$ cat src/rtl/ysyx_22040759_if_axi_rd.sv
// IF fetch port to single-beat AXI4 read bridge: one outstanding read, 32-bit word zero-extended to 64.
// Latency: 3 cycles from request to if_ready with zero-wait slave; line-buffer hit (IF_LINE_BUF_EN) answers same cycle.
// Backpressure: arvalid held with stable araddr until arready; response held in RESP while if_valid is low.
module ysyx_22040759_if_axi_rd #(
    parameter logic [3:0] AXI_ID     = 4'd0,
    parameter int         AXI_ADDR_W = 32
) (
    input  logic                  clk,
    input  logic                  rst_n,
`ifdef IF_LINE_BUF_EN
    input  logic                  fence_i,
`endif
    input  logic                  if_valid,
    input  logic [63:0]           inst_addr,
    output logic                  if_ready,
    output logic [63:0]           if_data_read,
    output logic                  if_resp_err,
    output logic                  arvalid,
    input  logic                  arready,
    output logic [AXI_ADDR_W-1:0] araddr,
    output logic [3:0]            arid,
    output logic [7:0]            arlen,
    output logic [2:0]            arsize,
    output logic [1:0]            arburst,
    input  logic                  rvalid,
    output logic                  rready,
    input  logic [63:0]           rdata,
    input  logic [1:0]            rresp,
    input  logic                  rlast,
    input  logic [3:0]            rid
);

    typedef enum logic [1:0] {IDLE, AR, R, RESP} state_e;

    state_e                state_q;
    logic [63:0]           req_addr_q;
    logic [63:0]           line_q;
    logic                  err_q;
    logic                  arvalid_q;
    logic                  rready_q;
    logic [AXI_ADDR_W-1:0] araddr_q;

    logic                  r_fire;
    logic                  resp_hs;
    logic                  lb_hit;
    logic [31:0]           word;

    assign arid    = AXI_ID;
    assign arlen   = 8'd0;
    assign arsize  = 3'b011;
    assign arburst = 2'b01;
    assign arvalid = arvalid_q;
    assign araddr  = araddr_q;
    assign rready  = rready_q;

    // Beats with a foreign rid are accepted (rready high) but never completed on.
    assign r_fire  = (state_q == R) && rvalid && (rid == AXI_ID) && rlast;
    assign resp_hs = (state_q == RESP) && if_valid && (inst_addr == req_addr_q);

`ifdef IF_LINE_BUF_EN
    logic        lb_valid_q;
    logic [60:0] lb_tag_q;
    logic [63:0] lb_data_q;

    assign lb_hit = (state_q == IDLE) && if_valid && lb_valid_q && (inst_addr[63:3] == lb_tag_q);

    // fence_i wins over a same-edge fill so a stale line never survives the fence.
    always_ff @(posedge clk or negedge rst_n) begin
        if (!rst_n) begin
            lb_valid_q <= 1'b0;
            lb_tag_q   <= '0;
            lb_data_q  <= '0;
        end else if (fence_i) begin
            lb_valid_q <= 1'b0;
        end else if (r_fire && (rresp == 2'b00)) begin
            lb_valid_q <= 1'b1;
            lb_tag_q   <= req_addr_q[63:3];
            lb_data_q  <= rdata;
        end
    end
`else
    assign lb_hit = 1'b0;
`endif

    always_comb begin
        if_ready    = 1'b0;
        if_resp_err = 1'b0;
        word        = 32'b0;
        if (resp_hs) begin
            if_ready    = 1'b1;
            if_resp_err = err_q;
            word        = req_addr_q[2] ? line_q[63:32] : line_q[31:0];
        end
`ifdef IF_LINE_BUF_EN
        else if (lb_hit) begin
            if_ready = 1'b1;
            word     = inst_addr[2] ? lb_data_q[63:32] : lb_data_q[31:0];
        end
`endif
    end

    assign if_data_read = {32'b0, word};

    always_ff @(posedge clk or negedge rst_n) begin
        if (!rst_n) begin
            state_q    <= IDLE;
            req_addr_q <= '0;
            line_q     <= '0;
            err_q      <= 1'b0;
            arvalid_q  <= 1'b0;
            rready_q   <= 1'b0;
            araddr_q   <= '0;
        end else begin
            case (state_q)
                IDLE: begin
                    if (if_valid && !lb_hit) begin
                        req_addr_q <= inst_addr;
                        araddr_q   <= {inst_addr[AXI_ADDR_W-1:3], 3'b000};
                        arvalid_q  <= 1'b1;
                        state_q    <= AR;
                    end
                end
                AR: begin
                    if (arready) begin
                        arvalid_q <= 1'b0;
                        rready_q  <= 1'b1;
                        state_q   <= R;
                    end
                end
                R: begin
                    if (r_fire) begin
                        line_q   <= rdata;
                        err_q    <= (rresp != 2'b00);
                        rready_q <= 1'b0;
                        state_q  <= RESP;
                    end
                end
                RESP: begin
                    // Matching address completes; any other address is a redirect refetched from IDLE.
                    if (if_valid) begin
                        state_q <= IDLE;
                    end
                end
                default: state_q <= IDLE;
            endcase
        end
    end

endmodule

$ cat config.mk
export PLATFORM = sky130hd
export DESIGN_NAME = ysyx_22040759_if_axi_rd
export DESIGN_NICKNAME = d
export VERILOG_FILES = /design/src/rtl/ysyx_22040759_if_axi_rd.sv
export SDC_FILE = /design/constraint.sdc
export NUM_CORES = 1
export LEC_CHECK = 0
export BUFFER_PORTS_ARGS = -buffer_cell sky130_fd_sc_hd__buf_2
export CORE_ASPECT_RATIO = 1.5
export CORE_MARGIN = 2
export CORE_UTILIZATION = 50
export CTS_CLUSTER_SIZE = 16
export DETAILED_ROUTE_END_ITERATION = 8
export MAX_ROUTING_LAYER = met4
export PLACE_DENSITY = 0.93
export SLEW_MARGIN = 0
export SYNTH_ARGS = -nofsm -noshare
export SYNTH_HDL_FRONTEND = slang
export SYNTH_SLANG_ARGS = --single-unit
$ cat constraint.sdc
create_clock -name clk -period 2.1 [get_ports clk]
set_clock_uncertainty 0.2 [all_clocks]
set_input_delay 0.21 -clock clk [delete_from_list [all_inputs] [get_ports clk]]
set_output_delay 0.21 -clock clk [all_outputs]
set_load 0.005 [all_outputs]
==> impl_metrics.py <==
metrics = {
    "drt": {
        "dr.pass1.iters": 5,
        "avgViaCountPerCell": 5.647,
        "wl_per_cell_microns": 23.65,
        "drtIter0Drc": 409,
        "wl_microns": 25830,
        "vias": 6166,
        "antenna_left": 0,
        "drc_errors": 0,
    },
    "clock_network": {
        "cts.sinks": 133,
        "insertion_delay_ns": 0.41,
        "cts_root_buf": "clkbuf_16",
        "clkTransAtPathRegs_ns": 0.08,
        "ctsLongestPathBuffers": 2,
        "cts_tree": "yes",
        "numCtsBuffers": 17,
        "cts.htree.levels": 4,
    },
    "worst_setup_path": {
        "worstReg2RegStart": "state_q[0]$_DFFE_PN0P_",
        "required_ns": 1.69,
        "critical_path.startpoint": "req_addr_q[19]$_DFFE_PN0P_",
        "cp-start-kind": "flip-flop",
        "crit_path_end_kind": "output port",
        "cpPeakStageDelay_ns": 0.42,
        "path_class": "reg2out",
        "crit_slowest_cell": "dfrtp_1",
        "arrival_ns": 2.54,
        "cp_max_fo": 6,
        "path_cells": "xnor2_1 > o2111ai_1 > nor4_2 > nand4_1 > buf_6 > clkbuf_16 > nor3_2 > buf_2",
    },
    "power": {
        "p_leak_nw": 5.502,
        "p_int_mw": 7.586,
        "switching_share_pct": 35.38,
        "combPwrFrac_pct": 37.7,
        "p_sw_mw": 4.154,
        "seqPwrFrac_pct": 36.8,
        "pwr-share-clk_pct": 25.5,
        "pwr_density_cell_mw_per_mm2": 1093,
        "ir_worst_vdd_uv": 574.0,
    },
    "synth": {
        "synth_top_family_by_area": "multiplexers",
        "synth_cells": 561,
        "ys_seq_area_share_pct": 48.23,
        "synthAdderAreaFrac_pct": 0.7253,
        "synth_xor_area_share_pct": 6.981,
        "ys_types": 31,
        "ys_ff_latch": 133,
        "synth_compound_area_share_pct": 2.085,
        "synthMuxAreaShare_pct": 25.19,
        "synth-simple-area-share_pct": 5.150,
        "synth_area_sq_mm": 0.006900,
        "avgSynthCellArea_sq_um": 12.30,
        "synth_warnings": 0,
    },
    "grt": {
        "grt_pass1_wl_microns": 33670,
        "grt_max_degree": 58,
        "antenna_found_initial": 1,
        "grt_pass1_vias": 6438,
        "grt_overflow": 0,
        "grt.total_usage_pct": 30.34,
    },
    "run": {
        "maxCapViolCount": 0,
    },
    "timing": {
        "relSlewSlack_pct": 58.90,
        "slew_violations": 0,
        "rsz0062_at_grt": "yes",
        "finalSetupViolations": 153,
        "max_freq_mhz": 338.7,
        "fin_ws_ns": -0.8525,
        "hold_violations": 0,
        "fin_crit_sh_pct": 140.6,
        "hold-worst-slack_ns": 0.1402,
        "worst_slew_pin_slew_ns": 0.6165,
        "min_period_ns": 2.952,
    },
    "die": {
        "rows": 52,
        "die_h_microns": 147.9,
        "core_area_sq_mm": 0.01347,
        "io_pins": 257,
        "dieArea_sq_mm": 0.01478,
        "chipWidth_microns": 99.92,
        "initial_core_util_pct": 51.24,
    },
    "placed_design": {
        "pre_cts_slack_ns": -0.3298,
        "gp_congestion": 0.8391,
        "post_dp_cell_area_sq_mm": 0.007980,
        "io_buffers": 204,
        "dp.final_hpwl_microns": 11610,
    },
    "layout": {
        "num-nets-final": 1060,
        "syn_to_final_growth_pct": 55.70,
        "drive_gt1_share_pct": 48.87,
        "design_area_sq_mm": 0.01074,
    },
    "status": {
        "status": "finished with violations",
        "violations": "setup timing",
    },
    "min_path": {
        "hp-class": "in2async",
    },
}
[critical path: cells and delay by family (launching register included)]
kind                   cells  cell delay (ns)
flip-flops                 1             0.42
AND/OR/NAND/NOR            3             0.74
buffers and inverters      3             0.53
XOR/XNOR                   1             0.24
AO/OA/AOI/OAI              1             0.20
[cells in the final DEF, fill, tap and decap left out, types with 7 or more instances in the layout]
master / count
mux2_2: 80
dfrtp_1: 132
buf_6: 11
buf_2: 203
nand2_1: 7
conb_1: 52
o21ai_0: 7
buf_4: 29
xnor2_1: 45
mux2_4: 34
mux2i_1: 33
mux2_1: 11
nand4_1: 13
clkbuf_16: 23
nor3_4: 28
dlygate4sd3_1: 132
buf_12: 7
inv_1: 15
[layout make-up]
type	instances	area [sq um]
diodes	1	2.502
clock buffers	17	425.4
clock inverters	15	163.9
fillers	656	2724
inverters	16	62.56
multi-input cells	357	3518
flip-flops and latches	133	3329
well taps	162	202.7
repair buffers	391	3039
[power by group through the flow]
| stage | Sequential, mW | Combinational, mW | Clock [mW] |
|---|---|---|---|
| after floorplan | 4.06 | 2.70 | 0 |
| after global placement | 4.10 | 3.40 | 0 |
| after detailed placement | 4.19 | 3.52 | 0 |
| after CTS | 4.14 | 3.79 | 2.98 |
| after global routing | 4.39 | 4.70 | 3.13 |
| final | 4.32 | 4.42 | 3.00 |
[per-stage QoR]
stage	power [mW]	util, %	instances	setup TNS [ns]
2_1_floorplan	6.757	-	611	0
3_3_place_gp	7.501	59.25	912	-7.446
3_5_place_dp	7.710	59.25	912	-8.205
4_1_cts	10.91	75.09	1078	-22.08
5_1_grt	12.21	79.78	1092	-46.41
6_report	11.74	79.78	1092	-39.25
[cell usage after synthesis (all sizes together)]
library cell  count  share of area, %
xor2              6              0.76
o32a              1              0.15
nand3             1             0.072
clkbuf            7              0.38
o22ai             3              0.27
o2111ai           1              0.13
nor4              5              0.45
mux2i            33               4.8
buf              98                10
conb              2              0.11
o21ai             8              0.58
xnor2            49               6.2
nand4            13               1.2
nor3             35               2.6
a221oi            2              0.25
mux2            125                20
inv              16              0.87
ha                4              0.73
a22o              3              0.38
nand2             9              0.49
o221ai            2              0.25
nor2              2              0.11
dfrtp           133                48
nand2b            1             0.091
a21oi             1             0.072
or4b              1              0.15
[layer usage]
layer	global-route usage [%]	vias to the layer above	wire [microns]
met5	-	-	0
met1	32.99	2969	8806
met4	13.36	0	1861
met2	52.94	514	12650
met3	6.430	151	2516
li1	-	2532	-
[worst paths after layout]
kind,to,slack (ns),cells after the start
max,if_data_read[20],-0.85,8
min,line_q[23]$_DFFE_PN0P_,0.14,2
max reg2reg,line_q[0]$_DFFE_PN0P_,-0.16,9
min reg2reg,line_q[7]$_DFFE_PN0P_,0.32,1
max in group asynchronous,req_addr_q[54]$_DFFE_PN0P_,0.87,3
min in group clk,arvalid$_DFFE_PN0P_,0.14,3
[state kept, by name (all words and copies together), names as in the netlist]
signal,flops
arvalid,1
err_q,1
line_q,64
req_addr_q,64
rready,1
state_q,2
[kinds of logic (layout without fill, tap and decap cells)]
family / Yosys count / count (layout)
fa+ha+maj: 4 / 4
mux: 158 / 158
xor+xnor: 55 / 55
buf+inv: 121 / 439
flops: 133 / 133
compound gates: 21 / 21
other cells: 2 / 53
simple gates: 67 / 67
[what timing repair did]
item,CTS,global route
setup buffers,1,4
hold endpoints to repair,217,1
gates cloned,2,8
setup endpoints to repair,34,100
hold buffers,131,1
pin swaps,16,22
resized for setup,33,96
Power figures use the tool's default switching activity.
